File: src/rtl/mem_acc_pkg.sv
// Shared encodings, FSM state type and lane helpers for the load/store front-end.
package mem_acc_pkg;

  localparam logic [1:0] SZ_BYTE = 2'b00;
  localparam logic [1:0] SZ_HALF = 2'b01;
  localparam logic [1:0] SZ_WORD = 2'b10;

  typedef enum logic [1:0] {
    IDLE,
    ACCESS,
    WRITE,
    RESP
  } acc_state_t;

  // Size 2'b11 is reserved and behaves as a word everywhere, hence size[1] tests.
  function automatic logic is_word(input logic [1:0] size);
    return size[1];
  endfunction

  function automatic logic is_misaligned(input logic [1:0] size, input logic [1:0] addr_lo);
    return ((size == SZ_HALF) && addr_lo[0]) || (is_word(size) && (addr_lo != 2'b00));
  endfunction

  // Drops the low address bits that a half or word access does not use.
  function automatic logic [1:0] mask_lo(input logic [1:0] size, input logic [1:0] addr_lo);
    logic [1:0] lo;
    lo = 2'b00;
    if (size == SZ_BYTE) lo = addr_lo;
    else if (size == SZ_HALF) lo = {addr_lo[1], 1'b0};
    return lo;
  endfunction

  // Replaces the addressed byte/half lane of word with the low bits of data.
  function automatic logic [31:0] merge_lane(input logic [31:0] word,
                                             input logic [31:0] data,
                                             input logic [1:0]  size,
                                             input logic [1:0]  addr_lo);
    logic [31:0] res;
    res = word;
    case (size)
      SZ_BYTE: res[{addr_lo, 3'b000} +: 8]     = data[7:0];
      SZ_HALF: res[{addr_lo[1], 4'b0000} +: 16] = data[15:0];
      default: res = data;
    endcase
    return res;
  endfunction

endpackage

File: src/rtl/mem_access_ctrl_ld_align.sv
// Load lane select and sign/zero extension for the data returned by the DM.
module ld_align
  import mem_acc_pkg::*;
(
  input  logic [31:0] dout,
  input  logic [1:0]  size,
  input  logic        sext,
  input  logic [1:0]  addr_lo,
  output logic [31:0] result
);

  logic [7:0]  byte_lane;
  logic [15:0] half_lane;

  // NOTE: every combinational output gets a value on every path so no latch is inferred.
  always_comb begin
    byte_lane = dout[{addr_lo, 3'b000} +: 8];
    half_lane = dout[{addr_lo[1], 4'b0000} +: 16];
    result    = dout;
    case (size)
      SZ_BYTE: result = {{24{sext & byte_lane[7]}}, byte_lane};
      SZ_HALF: result = {{16{sext & half_lane[15]}}, half_lane};
      default: result = dout;
    endcase
  end

endmodule

File: src/rtl/mem_access_ctrl.sv
// Byte/half/word load-store front-end for a word-only DM, with RMW sub-word stores.
// Optional macro MEM_ACC_ALIGN_CHECK_EN: flag misaligned accesses instead of masking addr bits.
module mem_access_ctrl
  import mem_acc_pkg::*;
#(
  parameter int ADDR_W = 12,
  parameter int DATA_W = 32
) (
  input  logic              clk,
  input  logic              rst_n,
  input  logic              req,
  input  logic              we,
  input  logic [1:0]        size,
  input  logic              sext,
  input  logic [ADDR_W-1:0] addr,
  input  logic [DATA_W-1:0] wdata,
  output logic              ready,
  output logic              done,
  output logic [DATA_W-1:0] rdata,
  output logic              err,
  output logic [ADDR_W-3:0] dm_ad,
  output logic [DATA_W-1:0] dm_din,
  output logic              dm_we,
  input  logic [DATA_W-1:0] dm_dout
);

  acc_state_t        state;
  logic              we_r;
  logic [1:0]        size_r;
  logic              sext_r;
  logic [ADDR_W-1:0] addr_r;
  logic [DATA_W-1:0] wdata_r;
  logic [DATA_W-1:0] merge_r;
  logic [DATA_W-1:0] rdata_r;
  logic              err_r;

  logic              misaligned;
  logic [1:0]        lane_lo;
  logic [DATA_W-1:0] load_word;

`ifdef MEM_ACC_ALIGN_CHECK_EN
  assign misaligned = is_misaligned(size_r, addr_r[1:0]);
  assign lane_lo    = addr_r[1:0];
`else
  assign misaligned = 1'b0;
  assign lane_lo    = mask_lo(size_r, addr_r[1:0]);
`endif

  ld_align u_ld_align (
    .dout    (dm_dout),
    .size    (size_r),
    .sext    (sext_r),
    .addr_lo (lane_lo),
    .result  (load_word)
  );

  // NOTE: sequential state uses non-blocking assignments so every flop samples pre-edge values.
  always_ff @(posedge clk or negedge rst_n) begin
    if (!rst_n) begin
      state   <= IDLE;
      we_r    <= 1'b0;
      size_r  <= SZ_BYTE;
      sext_r  <= 1'b0;
      addr_r  <= '0;
      wdata_r <= '0;
      merge_r <= '0;
      rdata_r <= '0;
      err_r   <= 1'b0;
    end else begin
      case (state)
        IDLE: begin
          if (req) begin
            we_r    <= we;
            size_r  <= size;
            sext_r  <= sext;
            addr_r  <= addr;
            wdata_r <= wdata;
            err_r   <= 1'b0;
            state   <= ACCESS;
          end
        end
        ACCESS: begin
          if (misaligned) begin
            err_r <= 1'b1;
            state <= RESP;
          end else if (!we_r) begin
            rdata_r <= load_word;
            state   <= RESP;
          end else if (is_word(size_r)) begin
            state <= RESP;
          end else begin
            merge_r <= merge_lane(dm_dout, wdata_r, size_r, lane_lo);
            state   <= WRITE;
          end
        end
        WRITE:   state <= RESP;
        RESP:    state <= IDLE;
        default: state <= IDLE;
      endcase
    end
  end

  // Outputs decode the state register only, so reset removes dm_we without waiting for a clock.
  assign ready  = (state == IDLE);
  assign done   = (state == RESP);
  assign err    = done & err_r;
  assign rdata  = rdata_r;
  assign dm_ad  = addr_r[ADDR_W-1:2];
  assign dm_din = (state == WRITE) ? merge_r : wdata_r;
  assign dm_we  = (state == WRITE) ||
                  ((state == ACCESS) && we_r && is_word(size_r) && !misaligned);

endmodule

File: config.mk
export PLATFORM = sky130hd
export DESIGN_NAME = mem_access_ctrl
export DESIGN_NICKNAME = d
export VERILOG_FILES = /design/src/rtl/mem_acc_pkg.sv /design/src/rtl/mem_access_ctrl_ld_align.sv /design/src/rtl/mem_access_ctrl.sv
export SDC_FILE = /design/constraint.sdc
export NUM_CORES = 1
export LEC_CHECK = 0
export BUFFER_PORTS_ARGS = -buffer_cell sky130_fd_sc_hd__clkbuf_2
export CORE_MARGIN = 5
export CORE_UTILIZATION = 49
export CTS_CLUSTER_SIZE = 28
export DETAILED_ROUTE_END_ITERATION = 10
export MAX_ROUTING_LAYER = met4
export PLACE_DENSITY_LB_ADDON = 0.3
export SLEW_MARGIN = 20
export SYNTH_ARGS = -nofsm -noshare
export SYNTH_HDL_FRONTEND = slang
export SYNTH_SLANG_ARGS = --single-unit
File: constraint.sdc
create_clock -name clk -period 2.55 [get_ports clk]
set_clock_uncertainty 0.2 [all_clocks]
set_input_delay 0.6375 -clock clk [delete_from_list [all_inputs] [get_ports clk]]
set_output_delay 0.6375 -clock clk [all_outputs]
set_load 0.02 [all_outputs]
==> reports/metrics.cfg, run 1 <==
[outcome]
status = complete, but fails checks
violations = negative setup slack

[drt]
dr.pass1.iters = 5
drt_iter0_markers = 412
ant_nets = 0
routed_wl_mm = 20.8
vias = 5600
drc = 0
routedWlPerCell_um = 21.5
via_per_inst = 5.79

[cells_and_area]
fill_cells = 1024
num_antenna_cells = 0
multiInputGateArea_sq_um = 3430
drive_above_1_share = 0.433
syn_to_final_growth_pct = 32.4
seq_area_sq_um = 2850
nets = 869
utilization = 0.654

[logic_synthesis]
synth_compound_area_frac = 0.157
ys_ff_latch = 114
yosysWarnings = 0
synth-simple-area-share = 0.112
postSynthCellCount = 626
synth.avg_cell_area_sq_um = 10.3
synth_xor_area_frac = 0
syn_nets = 716
synth_area_sq_um = 6470
synth_mux_area_frac = 0.225
synth_fa_ha_area_frac = 0.0135
async_reset_ff_frac = 1.00
yosys_most_used_dff = dfrtp_1
synth-edff-count = 0
ys_seq_area_frac = 0.441
synth_cell_types = 43
synth_top_family_by_area = multiplexers

[floorplan]
chipHeight_um = 125
die-area_sq_um = 15600
fp.dieW_um = 125
rows = 42
start_util = 0.494
io_pins = 161
design.core.area_sq_um = 13100

[worst_setup_path]
startpoint_type = flop
reg2reg_from = size_r[1]$_DFFE_PN0P_
reg2reg_depth = 7
end_kind = output pin
cp.arrival_ns = 1.78
r2r-end = merge_r[19]$_DFFE_PN0P_
crit_start = state[0]$_DFFE_PN0P_
crit_path_max_fanout = 5
cp.required_ns = 1.71
r2r_slack_ns = 0.18
critPathKind = reg -> out

[timing]
rsz0062_at_grt = true
finalMaxSlewViolations = 0
relSlewSlack = 0.588
post-route-min-period_ns = 2.62
setup_ws_ns = -0.0669
max_freq_mhz = 382
worst_pin_slew_ns = 0.615
hold_viol = 0
setup_viol = 32
fin_crit_sh = 1.03
tns_ns = -1.23

[worst_hold_path]
min_path_type = in -> async

[place]
placement.io_buffers = 159
gp_congestion = 0.971
place_hpwl_mm = 14.2

[clocking]
path_clk_slew_ns = 0.05
cts_buffers = 17
htreeDepth = 4
root_buffer = clkbuf_16
cts_hold_buf = 0
cts.path.max_buffers = 2
cts_tree = done
cts_sinks = 114
clock_latency_ns = 0.42

[job]
cap_violations = 0

[global_routing]
grt_pass1_wl_mm = 32.4
antenna_found_initial = 0
grt_pass1_vias = 5757
grt_max_degree = 115
track_usage = 0.272
grt.overflow.total = 0

[power_and_ir_drop]
leakagePower_nw = 3.99
p_per_area_nw_per_um2 = 1590
ir_worst_vdd_uv = 835

==> cell usage in the layout (no fill, tap or decap), types with 7 or more instances in the layout <==
cell,instances
dfrtp_1,113
clkbuf_2,126
nor3_1,9
buf_6,13
o22a_1,17
nor2_1,25
buf_8,20
nand3_1,16
mux2_4,32
o22ai_1,8
mux2i_1,35
clkbuf_16,18
nand2b_1,7
nand3b_1,7
nand2_1,38
mux2_2,66
a21oi_1,64
o21ai_0,57
buf_4,26
and2_1,8
nor2b_1,8
or2_2,7
==> routing by layer <==
layer  global-route usage  vias up  share of wire
met2                0.418      243           0.48
met1                0.346     2756           0.42
met5                    -        -              0
li1                     -     2558              -
met3               0.0635       43          0.065
met4                0.120        0          0.035
==> through the flow <==
step	cells	setup WS (ns)	power [mW]	cell area [sq um]	hold slack [ns]
after floorplan	626	0.0646	7.87	6470	0.142
after global routing	968	-0.120	14.3	8560	0.169
after global placement	926	0.248	9.57	7390	0.274
after detailed placement	926	0.180	9.71	7390	0.276
final	968	-0.0669	13.6	8560	0.116
after CTS	966	-0.0804	13.0	8370	0.137
==> worst max-delay path, cell delays in order, from the launching register on <==
cell and delay [ns]:
dfrtp_1 0.39, inv_2 0.08, ha_4 0.15, buf_12 0.14, clkbuf_16 0.16, mux2_4 0.31
buf_6 0.13
==> cells by family after synthesis <==
family | Yosys count
mux | 133
buf+inv | 64
other cells | 1
simple gates | 135
fa+ha+maj | 7
flops | 114
compound gates | 172
==> synth_stat cells, types with 2 or more instances <==
cell type | number | area, sq um
mux2_2 | 98 | 1100
nor3_1 | 9 | 45.0
mux2i_1 | 35 | 350
a32oi_1 | 5 | 43.8
a31o_2 | 2 | 17.5
buf_4 | 11 | 82.6
nor4b_4 | 3 | 71.3
nand2b_1 | 7 | 43.8
nor2_1 | 25 | 93.8
a22oi_1 | 3 | 22.5
clkbuf_1 | 26 | 97.6
inv_1 | 5 | 18.8
o22ai_1 | 8 | 50.1
buf_2 | 15 | 75.1
nor2b_1 | 9 | 56.3
buf_1 | 3 | 11.3
and2_1 | 8 | 50.1
ha_1 | 7 | 87.6
a2bb2oi_1 | 3 | 26.3
nand3_1 | 16 | 80.1
o22a_1 | 17 | 149
a21oi_1 | 64 | 320
buf_6 | 4 | 45.0
nand3b_1 | 7 | 52.6
o21ai_1 | 4 | 20.0
a31oi_1 | 2 | 12.5
nand2_1 | 39 | 146
dfrtp_1 | 114 | 2850
o21ai_0 | 57 | 285
or2_2 | 7 | 43.8
==> flip-flops by register name (all words and copies together) (netlist names) <==
name and count:
size_r 2, wdata_r 32, addr_r 12, rdata 32
sext_r 1, state 2, merge_r 32, we_r 1
==> where the power goes <==
| group | internal (mW) | switching, mW |
|---|---|---|
| clock | 1.48 | 0.841 |
| sequential | 2.72 | 0.798 |
| combinational | 3.81 | 3.93 |
==> area by class of cell <==
class                   instances  area share
clock buffers                  22      0.0542
clock inverters                10      0.0127
inverters                       5     0.00219
multi-input cells             448       0.401
flip-flops and latches        114       0.333
well taps                     176      0.0257
repair buffers                193       0.171
==> how the worst max path moves through the flow <==
stage                                         end  depth (start not counted)  slack [ns]
after floorplan           merge_r[24]$_DFFE_PN0P_                         11        0.06
after global placement                  dm_din[9]                          5        0.25
after detailed placement                dm_din[8]                          5        0.18
after CTS                               dm_din[0]                          6       -0.08
after global routing                    dm_din[4]                          6       -0.12
final                                   dm_din[4]                          6       -0.07
==> repair_timing <==
item | in CTS | in global routing
gates cloned | 3 | 1
buffers inserted | 6 | 1
pin swaps | 1 | 0
resized for setup | 71 | 69
endpoints found under the setup margin | 32 | 33
Note: power is estimated with default switching activity, not from simulation.
==> run 2: changes to the inputs <==
- BUFFER_PORTS_ARGS: -buffer_cell sky130_fd_sc_hd__clkbuf_2 -> -buffer_cell sky130_fd_sc_hd__buf_2
- CAP_MARGIN: not set -> 20
- TNS_END_PERCENT: not set -> 20
==> reports/metrics.cfg, run 2 (synthesis results as in run 1) <==
[outcome]
status = complete, but fails checks
violations = negative setup slack

[drt]
drc = 0
via_per_inst = 5.76
vias = 5536
ant_nets = 0
routedWlPerCell_um = 20.6
dr.pass1.iters = 5
drt_iter0_markers = 479
routed_wl_mm = 19.8

[power_and_ir_drop]
ir_worst_vdd_uv = 706
p_per_area_nw_per_um2 = 1540
leakagePower_nw = 3.76

[clocking]
cts_buffers = 17
cts_hold_buf = 0
clock_latency_ns = 0.42
cts_tree = done
root_buffer = clkbuf_16
cts_sinks = 114
htreeDepth = 4
cts.path.max_buffers = 2
path_clk_slew_ns = 0.06

[timing]
hold_viol = 0
hold_ws_ns = 0.0203
finalMaxSlewViolations = 0
post-route-min-period_ns = 2.62
max_freq_mhz = 382
fin_crit_sh = 1.03
rsz0062_at_grt = true
setup_ws_ns = -0.0691
setup_viol = 32

[worst_setup_path]
cp.required_ns = 1.71
end_kind = output pin
startpoint_type = flop
cp.arrival_ns = 1.78
crit_path_max_fanout = 9
critPathKind = reg -> out

[global_routing]
grt_max_degree = 62
grt.overflow.total = 0
grt_pass1_wl_mm = 31.7
grt_pass1_vias = 5776
track_usage = 0.262
antenna_found_initial = 1

[cells_and_area]
nets = 862
fill_cells = 1093
drive_above_1_share = 0.431
seq_area_sq_um = 2850
final_common_cell = buf_2
layout_common_cells = buf_2, dfrtp_1, mux2_2
syn_to_final_growth_pct = 26.1
multiInputGateArea_sq_um = 3330

[floorplan]
design.core.area_sq_um = 13100
io_pins = 161
chipHeight_um = 125
start_util = 0.494
die-area_sq_um = 15600
rows = 42
fp.dieW_um = 125

[job]
cap_violations = 0

[place]
gp_congestion = 0.967
place_hpwl_mm = 14.2
pre_cts_slack_ns = 0.164
placement.io_buffers = 159

[worst_hold_path]
min_path_type = in -> async

-- run 2: worst paths after layout --
check | cells after the start | slack, ns | start | endpoint
hold reg to reg | 2 | 0.28 | rdata[4]$_DFFE_PN0P_ | rdata[4]$_DFFE_PN0P_
min in group clk | 2 | 0.25 | addr[1] | addr_r[1]$_DFFE_PN0P_
setup reg to reg | 7 | 0.18 | size_r[1]$_DFFE_PN0P_ | merge_r[20]$_DFFE_PN0P_
hold / removal | 2 | 0.02 | rst_n | merge_r[5]$_DFFE_PN0P_
setup / recovery | 5 | -0.07 | state[0]$_DFFE_PN0P_ | dm_din[31]
max in group asynchronous | 2 | 1.84 | rst_n | wdata_r[16]$_DFFE_PN0P_
-- run 2: cell type report --
cell class | instances | share of cell area
Antenna cell | 1 | 0.000307
Inverter | 5 | 0.00230
Tap cell | 176 | 0.0270
Clock buffer | 20 | 0.0560
Multi-Input combinational cell | 448 | 0.408
Sequential cell | 114 | 0.350
Timing Repair Buffer | 186 | 0.137
Clock inverter | 11 | 0.0196
-- run 2: timing repair --
| action | in CTS | in global routing |
|---|---|---|
| cloned | 0 | 1 |
| pin swaps | 0 | 0 |
| setup buffers | 2 | 0 |
| setup endpoints to repair | 33 | 39 |
| resized for setup | 6 | 25 |
-- run 2: metal layers --
metal	up-vias	part of all wire	track usage
met4	0	0.038	0.120
met2	231	0.47	0.398
met3	55	0.062	0.0596
li1	2548	-	-
met1	2702	0.43	0.337
met5	-	0	-
-- run 2: per-stage QoR --
stage	std cells	power (mW)	setup TNS (ns)	util	area (sq um)
3_5_place_dp	926	9.67	0	0.565	7400
4_1_cts	959	12.3	-0.896	0.616	8060
2_1_floorplan	626	7.87	0	-	6470
5_1_grt	961	13.3	-2.94	0.623	8160
6_report	961	12.5	-1.45	0.623	8160
3_3_place_gp	926	9.50	0	0.565	7400
-- run 2: report_power, final --
group	total, mW	internal [mW]	switching (mW)
clock network	2.50	1.67	0.831
logic	6.55	2.93	3.62
registers	3.50	2.72	0.779
-- run 2: critical path, cell delays in order (launching register included) --
cell and delay, ns:
dfrtp_1 0.39, inv_2 0.09, ha_4 0.20, clkbuf_16 0.18
mux2_2 0.33, buf_2 0.16
